## src/rtl/nn_pkg.sv

```systemverilog
// rtl/nn_pkg.sv - shared layer types: default word width, read-out state encoding, signed compare
package nn_pkg;

  localparam int NN_WIDTH = 21;
  localparam int NN_CMP_W = 64;

  typedef enum logic [1:0] {
    S_IDLE  = 2'd0,
    S_FETCH = 2'd1,
    S_SEND  = 2'd2,
    S_DONE  = 2'd3
  } rd_state_t;

  // Callers sign-extend their operands to NN_CMP_W so one helper serves every word width.
  function automatic logic signed_gt(input logic signed [NN_CMP_W-1:0] a,
                                     input logic signed [NN_CMP_W-1:0] b);
    return a > b;
  endfunction

endpackage

```

## src/rtl/argmax_tracker.sv

```systemverilog
// rtl/argmax_tracker.sv - running signed maximum and its index over a sampled sequence
module argmax_tracker
  import nn_pkg::*;
#(
  parameter int WIDTH = NN_WIDTH,
  parameter int IDX_W = 4
) (
  input  logic             clk,
  input  logic             rst,
  input  logic             clr_first,
  input  logic             en,
  input  logic [WIDTH-1:0] val,
  input  logic [IDX_W-1:0] idx,
  output logic [WIDTH-1:0] max_val,
  output logic [IDX_W-1:0] max_idx
);

  logic [NN_CMP_W-1:0] val_ext;
  logic [NN_CMP_W-1:0] max_ext;
  logic                take;

  assign val_ext = {{(NN_CMP_W-WIDTH){val[WIDTH-1]}}, val};
  assign max_ext = {{(NN_CMP_W-WIDTH){max_val[WIDTH-1]}}, max_val};

  // Strictly greater only, so on a tie the earlier (lower) index is kept.
  assign take = clr_first || signed_gt(val_ext, max_ext);

  always_ff @(posedge clk) begin
    if (!rst) begin
      max_val <= '0;
      max_idx <= '0;
    end else if (en && take) begin
      max_val <= val;
      max_idx <= idx;
    end
  end

endmodule

```

## src/rtl/neuron_output_reader.sv

```systemverilog
// rtl/neuron_output_reader.sv - walks the result-register bank, streams each word, reports argmax
module neuron_output_reader
  import nn_pkg::*;
#(
  parameter int N_NEURONS = 10,
  parameter int WIDTH     = NN_WIDTH,
  parameter int IDX_W     = 4
) (
  input  logic             clk,
  input  logic             rst,
  input  logic             start,
  output logic [IDX_W-1:0] rd_addr,
  input  logic [WIDTH-1:0] rd_data,
  output logic             out_valid,
  input  logic             out_ready,
  output logic [WIDTH-1:0] out_data,
  output logic [IDX_W-1:0] out_idx,
  output logic             out_last,
  output logic             busy,
  output logic             done,
  output logic [WIDTH-1:0] max_val,
  output logic [IDX_W-1:0] max_idx
);

  localparam logic [IDX_W-1:0] LAST_IDX = IDX_W'(N_NEURONS - 1);

  rd_state_t        state;
  rd_state_t        state_nxt;
  logic [IDX_W-1:0] idx;

  always_ff @(posedge clk) begin
    if (!rst) begin
      state    <= S_IDLE;
      idx      <= '0;
      rd_addr  <= '0;
      out_data <= '0;
      out_idx  <= '0;
      out_last <= '0;
    end else begin
      state <= state_nxt;
      case (state)
        S_IDLE: begin
          if (start) begin
            idx     <= '0;
            rd_addr <= '0;
          end
        end
        S_FETCH: begin
          out_data <= rd_data;
          out_idx  <= idx;
          out_last <= (idx == LAST_IDX);
        end
        S_SEND: begin
          // Address moves only on the way back into FETCH, so the bank sees one read per element.
          if (out_ready && !out_last) begin
            idx     <= idx + 1'b1;
            rd_addr <= idx + 1'b1;
          end
        end
        default: ;
      endcase
    end
  end

  always_comb begin
    state_nxt = state;
    out_valid = 1'b0;
    busy      = 1'b0;
    done      = 1'b0;
    case (state)
      S_IDLE: begin
        if (start) state_nxt = S_FETCH;
      end
      S_FETCH: begin
        busy      = 1'b1;
        state_nxt = S_SEND;
      end
      S_SEND: begin
        busy      = 1'b1;
        out_valid = 1'b1;
        if (out_ready) state_nxt = out_last ? S_DONE : S_FETCH;
      end
      S_DONE: begin
        done      = 1'b1;
        state_nxt = S_IDLE;
      end
      default: state_nxt = S_IDLE;
    endcase
  end

  argmax_tracker #(
    .WIDTH (WIDTH),
    .IDX_W (IDX_W)
  ) u_argmax (
    .clk       (clk),
    .rst       (rst),
    .clr_first (idx == '0),
    .en        (state == S_FETCH),
    .val       (rd_data),
    .idx       (idx),
    .max_val   (max_val),
    .max_idx   (max_idx)
  );

endmodule
```

## config.mk

```make
export PLATFORM = sky130hd
export DESIGN_NAME = neuron_output_reader
export DESIGN_NICKNAME = d
export VERILOG_FILES = /design/src/rtl/nn_pkg.sv /design/src/rtl/argmax_tracker.sv /design/src/rtl/neuron_output_reader.sv
export SDC_FILE = /design/constraint.sdc
export NUM_CORES = 1
export LEC_CHECK = 0
export BUFFER_PORTS_ARGS = -buffer_cell sky130_fd_sc_hd__buf_2
export CAP_MARGIN = 20
export CELL_PAD_IN_SITES_DETAIL_PLACEMENT = 1
export CELL_PAD_IN_SITES_GLOBAL_PLACEMENT = 1
export CORE_ASPECT_RATIO = 0.6
export CORE_UTILIZATION = 42
export CTS_CLUSTER_DIAMETER = 150
export CTS_CLUSTER_SIZE = 24
export DETAILED_ROUTE_END_ITERATION = 8
export GPL_ROUTABILITY_DRIVEN = 0
export GPL_TIMING_DRIVEN = 0
export PLACE_DENSITY_LB_ADDON = 0.1
export SYNTH_ARGS = -nofsm -noshare
export SYNTH_HDL_FRONTEND = slang
export SYNTH_SLANG_ARGS = --single-unit
```

## constraint.sdc

```tcl
create_clock -name clk -period 3.65 [get_ports clk]
set_input_delay 0.1825 -clock clk [delete_from_list [all_inputs] [get_ports clk]]
set_output_delay 0.1825 -clock clk [all_outputs]
set_load 0.02 [all_outputs]
```

; ---- Yosys cells after proc, flatten, opt, wreduce, memory -nomap -nowiden
; Cells that the tools add are included.
[word_totals]
mem_bits_rw = 0
memories = 0
out_inout_bits = 58
latch_bits = 0
rom_bits = 0
ff_bits = 57
[op_classes]
shift = 0
addsub = 1
div = 0
bitwise = 0
n_mul = 0
n_mux = 10
reduce_logical = 10
n_eq_ne = 7
n_lt_le_gt_ge = 1
[op_table]
columns = cell, n
row1 = > comparator 21 bit, 1
row2 = two-way mux 4 bit, 2
row3 = one-hot mux 2 bit (4 select lines), 1
row4 = one-hot mux 4 bit (2 select lines), 1
row5 = two-way mux 2 bit, 3
row6 = "inequality test 2 bit, second input constant", 3
row7 = "adder 4 x 1 -> 4 bit, second input constant", 1
row8 = "equality test 2 bit, second input constant", 2
row9 = "equality test 4 bit, second input constant", 1
row10 = logical NOT 4 bit, 1
row11 = two-way mux 1 bit, 3
row12 = AND reduction 3 bit, 1
row13 = "equality test 2 x 1 -> 1 bit, second input constant", 1
row14 = logical AND 1 bit, 2
row15 = logical NOT 2 bit, 1
row16 = AND reduction 2 bit, 1
row17 = nonzero test 2 bit, 1
row18 = OR reduction 2 bit, 1
row19 = logical NOT 1 bit, 1
row20 = logical OR 1 bit, 1

; ---- Longest topological paths before layout
[logic_depth]
depth_word = 4
depth_mapped = 10
depth_no_buf = 9

; ---- By module
; From an unflattened synthesis, not the netlist that was laid out.
[unflattened]
hier_cells = 323
hier_area_um2 = 2980.4
[modules_own_cells]
columns = mod, cells_per_inst, area_each_um2, instances
row1 = argmax_tracker, 187, 1556.5, 1
row2 = neuron_output_reader, 136, 1423.9, 1

; ---- Worst setup path before layout
; Ideal clock, no wire load.
[synth_path]
path_type = register -> register
start = reg u_argmax.max_val[16]
end = reg u_argmax.max_val[10]
arrival_ns = 2.470
path_stages_with_launch = 11
setup_slack_ns = 1.109
setup_time_ns = 0.072
required_ns = 3.578
path_buffers = 1
path_cell_list = dfxtp_1 > inv_1 > ha_1 > nand4_2 > or3_1 > nor3_1 > a211oi_1 > nor3b_1 > a311oi_4 > buf_6 > mux2i_1
[synth_via]
elab_chain_cells = 3
[synth_lines]
columns = element, line
row1 = from (decl), argmax_tracker.sv:14  ; output logic [WIDTH-1:0] max_val,
row2 = from (signal assigned), argmax_tracker.sv:33  ; max_val <= val;
row3 = > comparator 21 bit, nn_pkg.sv:17  ; return a > b;
row4 = logical OR 1 bit, argmax_tracker.sv:26  ; assign take = clr_first || signed_gt(val_ext, max_ext);
row5 = logical AND 1 bit, argmax_tracker.sv:32  ; end else if (en && take) begin
; Every way passes these cells.
; A chain may end at the register's enable or synchronous reset.

; ---- Worst setup path after layout
[layout_path]
start = reg u_argmax.max_val[8]
end = reg u_argmax.max_val[5]
; Same word-level chain as after synthesis.

==> out/qor.txt <==
Port Buffer Count - 81
Worst-Margin Slew - 0.753 ns
Most common cell after layout, fill and taps aside - buf_2
Die height - 67.1 µm
Via count - 2553
Final Hold Fails - 0
DP Worst Slack - 0.832 ns
Total of cells resized after clock tree synthesis - 0
Sink Count - 57
Critical path launch point type - flip-flop
Sw Share - 35.2%
Final setup violation count - 0
Initial antenna violation count - 0
Post-Route WL - 8.04 mm
Yosys top cell area share - 38.4%
CP max FO - 10
Total GRT Usage - 23.5%
CTS Buf Count - 9
Placed instance area - 3480 µm²
Yosys Warn Count - 0
Initial DRC count - 88
Power Density - 628 nW/µm²
Util after Layout - 55.6%
Root buf cell - clkbuf_16
IO Pins - 83
Post-Syn Nets - 378
Min Tclk post-route - 2.94 ns
First-pass GRT wire length - 13.2 mm
Min Hold Slack - 0.127 ns
Detail Route Antenna Nets - 0
Final Cycle Share - 80.6%
CP cell instances - inv_1 > ha_1 > a21oi_1 > o221ai_1 > a211oi_1 > nand4_1 > a311oi_4 > buf_6 > mux2i_1
Drt via density - 5.02
Fill count - 835
Pin count of the biggest net entering global routing - 11
Asr flop ratio synth - 0%
Worst-case clock buffer depth - 2
CTS Hold Buffers Added - 0
CTS tree - built
Postcts setup bufs - 0
Vias in the first global route - 2595
Max-cap violations - 0
Die width - 111 µm
Area growth, synth to finish - 26.6%
Fmax - 340 MHz
Total power draw - 2.36 mW
Clock Power Share - 32.9%
Max incr delay on CP - 0.56 ns
CP Class - flip-flop to flip-flop
Post-synth top flop - dfxtp_1
Post-route cell area - 3760 µm²
Lkg Pwr - 1.80 nW
Synth unique cells - 34
Clock Latency Late Sink - 0.33 ns
Reg power frac - 32.9%
Status - completed
Internal - 1.53 mW
Synth Area per Inst - 9.14 µm²
Comb pwr share - 34.2%
Max transition margin - 49.8%
CP required - 3.89 ns
Grt ovf - 0
Number of synthesized flops with an enable pin - 0
Unrepaired setup endpoints after global routing - false
CP endpoint kind - flip-flop
Final WS setup - 0.707 ns
Maximum vdd drop - 0.000338 V
Starting Density - 43.9%
Clock-pin slew on the worst setup and hold paths - 0.05 ns
Dpl hpwl - 6.04 mm
Most frequent cells in the layout - buf_2 (82), nand2_1 (62), dfxtp_1 (57)
Hold Crit Class - primary input to flip-flop
NetSw - 0.832 mW
Drc violations - 0
Area leader, netlist - dfxtp_1
Critical Path AT - 3.18 ns
Rows - 23
CP max-delay cell - a311oi_4
Inst Count DP - 493
Routed WL per cell - 15.8 µm
Final setup skew - 0.00404 ns
Setup TNS - 0 ns
Die area - 7420 µm²
Ant diodes - 0
H-tree depth - 3
Synth Cell Area - 2970 µm²
Nets@finish - 470
Post-synthesis cell count - 325
Seq/Total Area, Yosys - 38.4%
Fraction of layout cells with a size suffix above 1 - 25.1%
Number of synthesized register bits - 57
Core region area - 6760 µm²
Max Slew Vio Count - 0
First drt pass iteration count - 4
Main area contributors after synthesis - dfxtp_1 (38%), mux2i_1 (17%), ha_1 (12%)
Cell Count, Final, Fillers Out - 509
==> routing by layer <==
metal | global-route usage, % | share of wire (%) | up-vias
met2 | 37.8 | 44 | 75
met3 | 7.92 | 6.1 | 13
met4 | 8.50 | 1.7 | 0
li1 | - | - | 1266
met5 | 0 | 0 | -
met1 | 29.7 | 48 | 1199
==> Yosys cell counts, types with 2 or more instances <==
| cell | count |
|---|---|
| a21boi_0 | 2 |
| a21oi_1 | 14 |
| and2_1 | 2 |
| buf_1 | 2 |
| buf_6 | 2 |
| clkbuf_1 | 9 |
| dfxtp_1 | 57 |
| ha_1 | 28 |
| inv_1 | 30 |
| mux2i_1 | 50 |
| nand2_1 | 62 |
| nand3_1 | 4 |
| nand4_1 | 2 |
| nand4_2 | 3 |
| nor2_1 | 3 |
| nor2b_1 | 28 |
| nor3_1 | 2 |
| nor3b_1 | 2 |
| o21ai_0 | 7 |
| o22ai_1 | 2 |
==> power by group through the flow <==
stage / clock network, mW / logic, mW / registers, mW
finish: 0.776 / 0.807 / 0.777
detailed placement: 0 / 0.809 / 0.789
CTS: 0.789 / 0.818 / 0.778
global route: 0.813 / 0.885 / 0.791
global placement: 0 / 0.781 / 0.785
floorplan: 0 / 0.475 / 0.886
==> worst max-delay path: cells and delay by family, from the launching register on <==
kind | cells | cell delay [ns]
AOI/OAI and AO/OA | 4 | 1.37
adders and majority gates | 1 | 0.31
buffers and inverters | 2 | 0.31
DFF | 1 | 0.38
muxes | 1 | 0.23
and+or+nand+nor | 1 | 0.26
==> final timing paths <==
kind | start | end | slack [ns] | cells past startpoint
max | u_argmax.max_val[8] | u_argmax.max_val[5] | 0.71 | 9
min | rd_data[3] | u_argmax.max_val[3] | 0.13 | 3
max reg2reg | u_argmax.max_val[8] | u_argmax.max_val[5] | 0.71 | 9
min reg2reg | u_argmax.max_val[17] | u_argmax.max_val[17] | 0.47 | 2
==> sequential cells by signal, summed over array words and instances (netlist names) <==
register and flops:
state 2, out_data 21, out_idx 4, u_argmax.max_idx 4, idx 4, out_last 1, u_argmax.max_val 21
==> logic make-up (layout without fill, tap and decap cells) <==
family	Yosys count	count (layout)	synth area share, %
and+or+nand+nor	115	115	20.1
buffers and inverters	44	141	6.11
DFF	57	57	38.4
AOI/OAI and AO/OA	30	30	6.32
adders and majority gates	28	28	11.8
muxes	51	51	17.2
==> cell type report <==
cell class / count / area, µm² / share of cell area, %
multi-input cells: 224 / 1650 / 43.8
flip-flops and latches: 57 / 1140 / 30.4
repair buffers: 81 / 405 / 10.8
clock buffers: 13 / 260 / 6.92
inverters: 30 / 113 / 3.00
well taps: 87 / 109 / 2.90
plain buffers: 14 / 68.8 / 1.83
clock inverters: 3 / 15.0 / 0.399
Note: power is estimated with default switching activity, not from simulation.
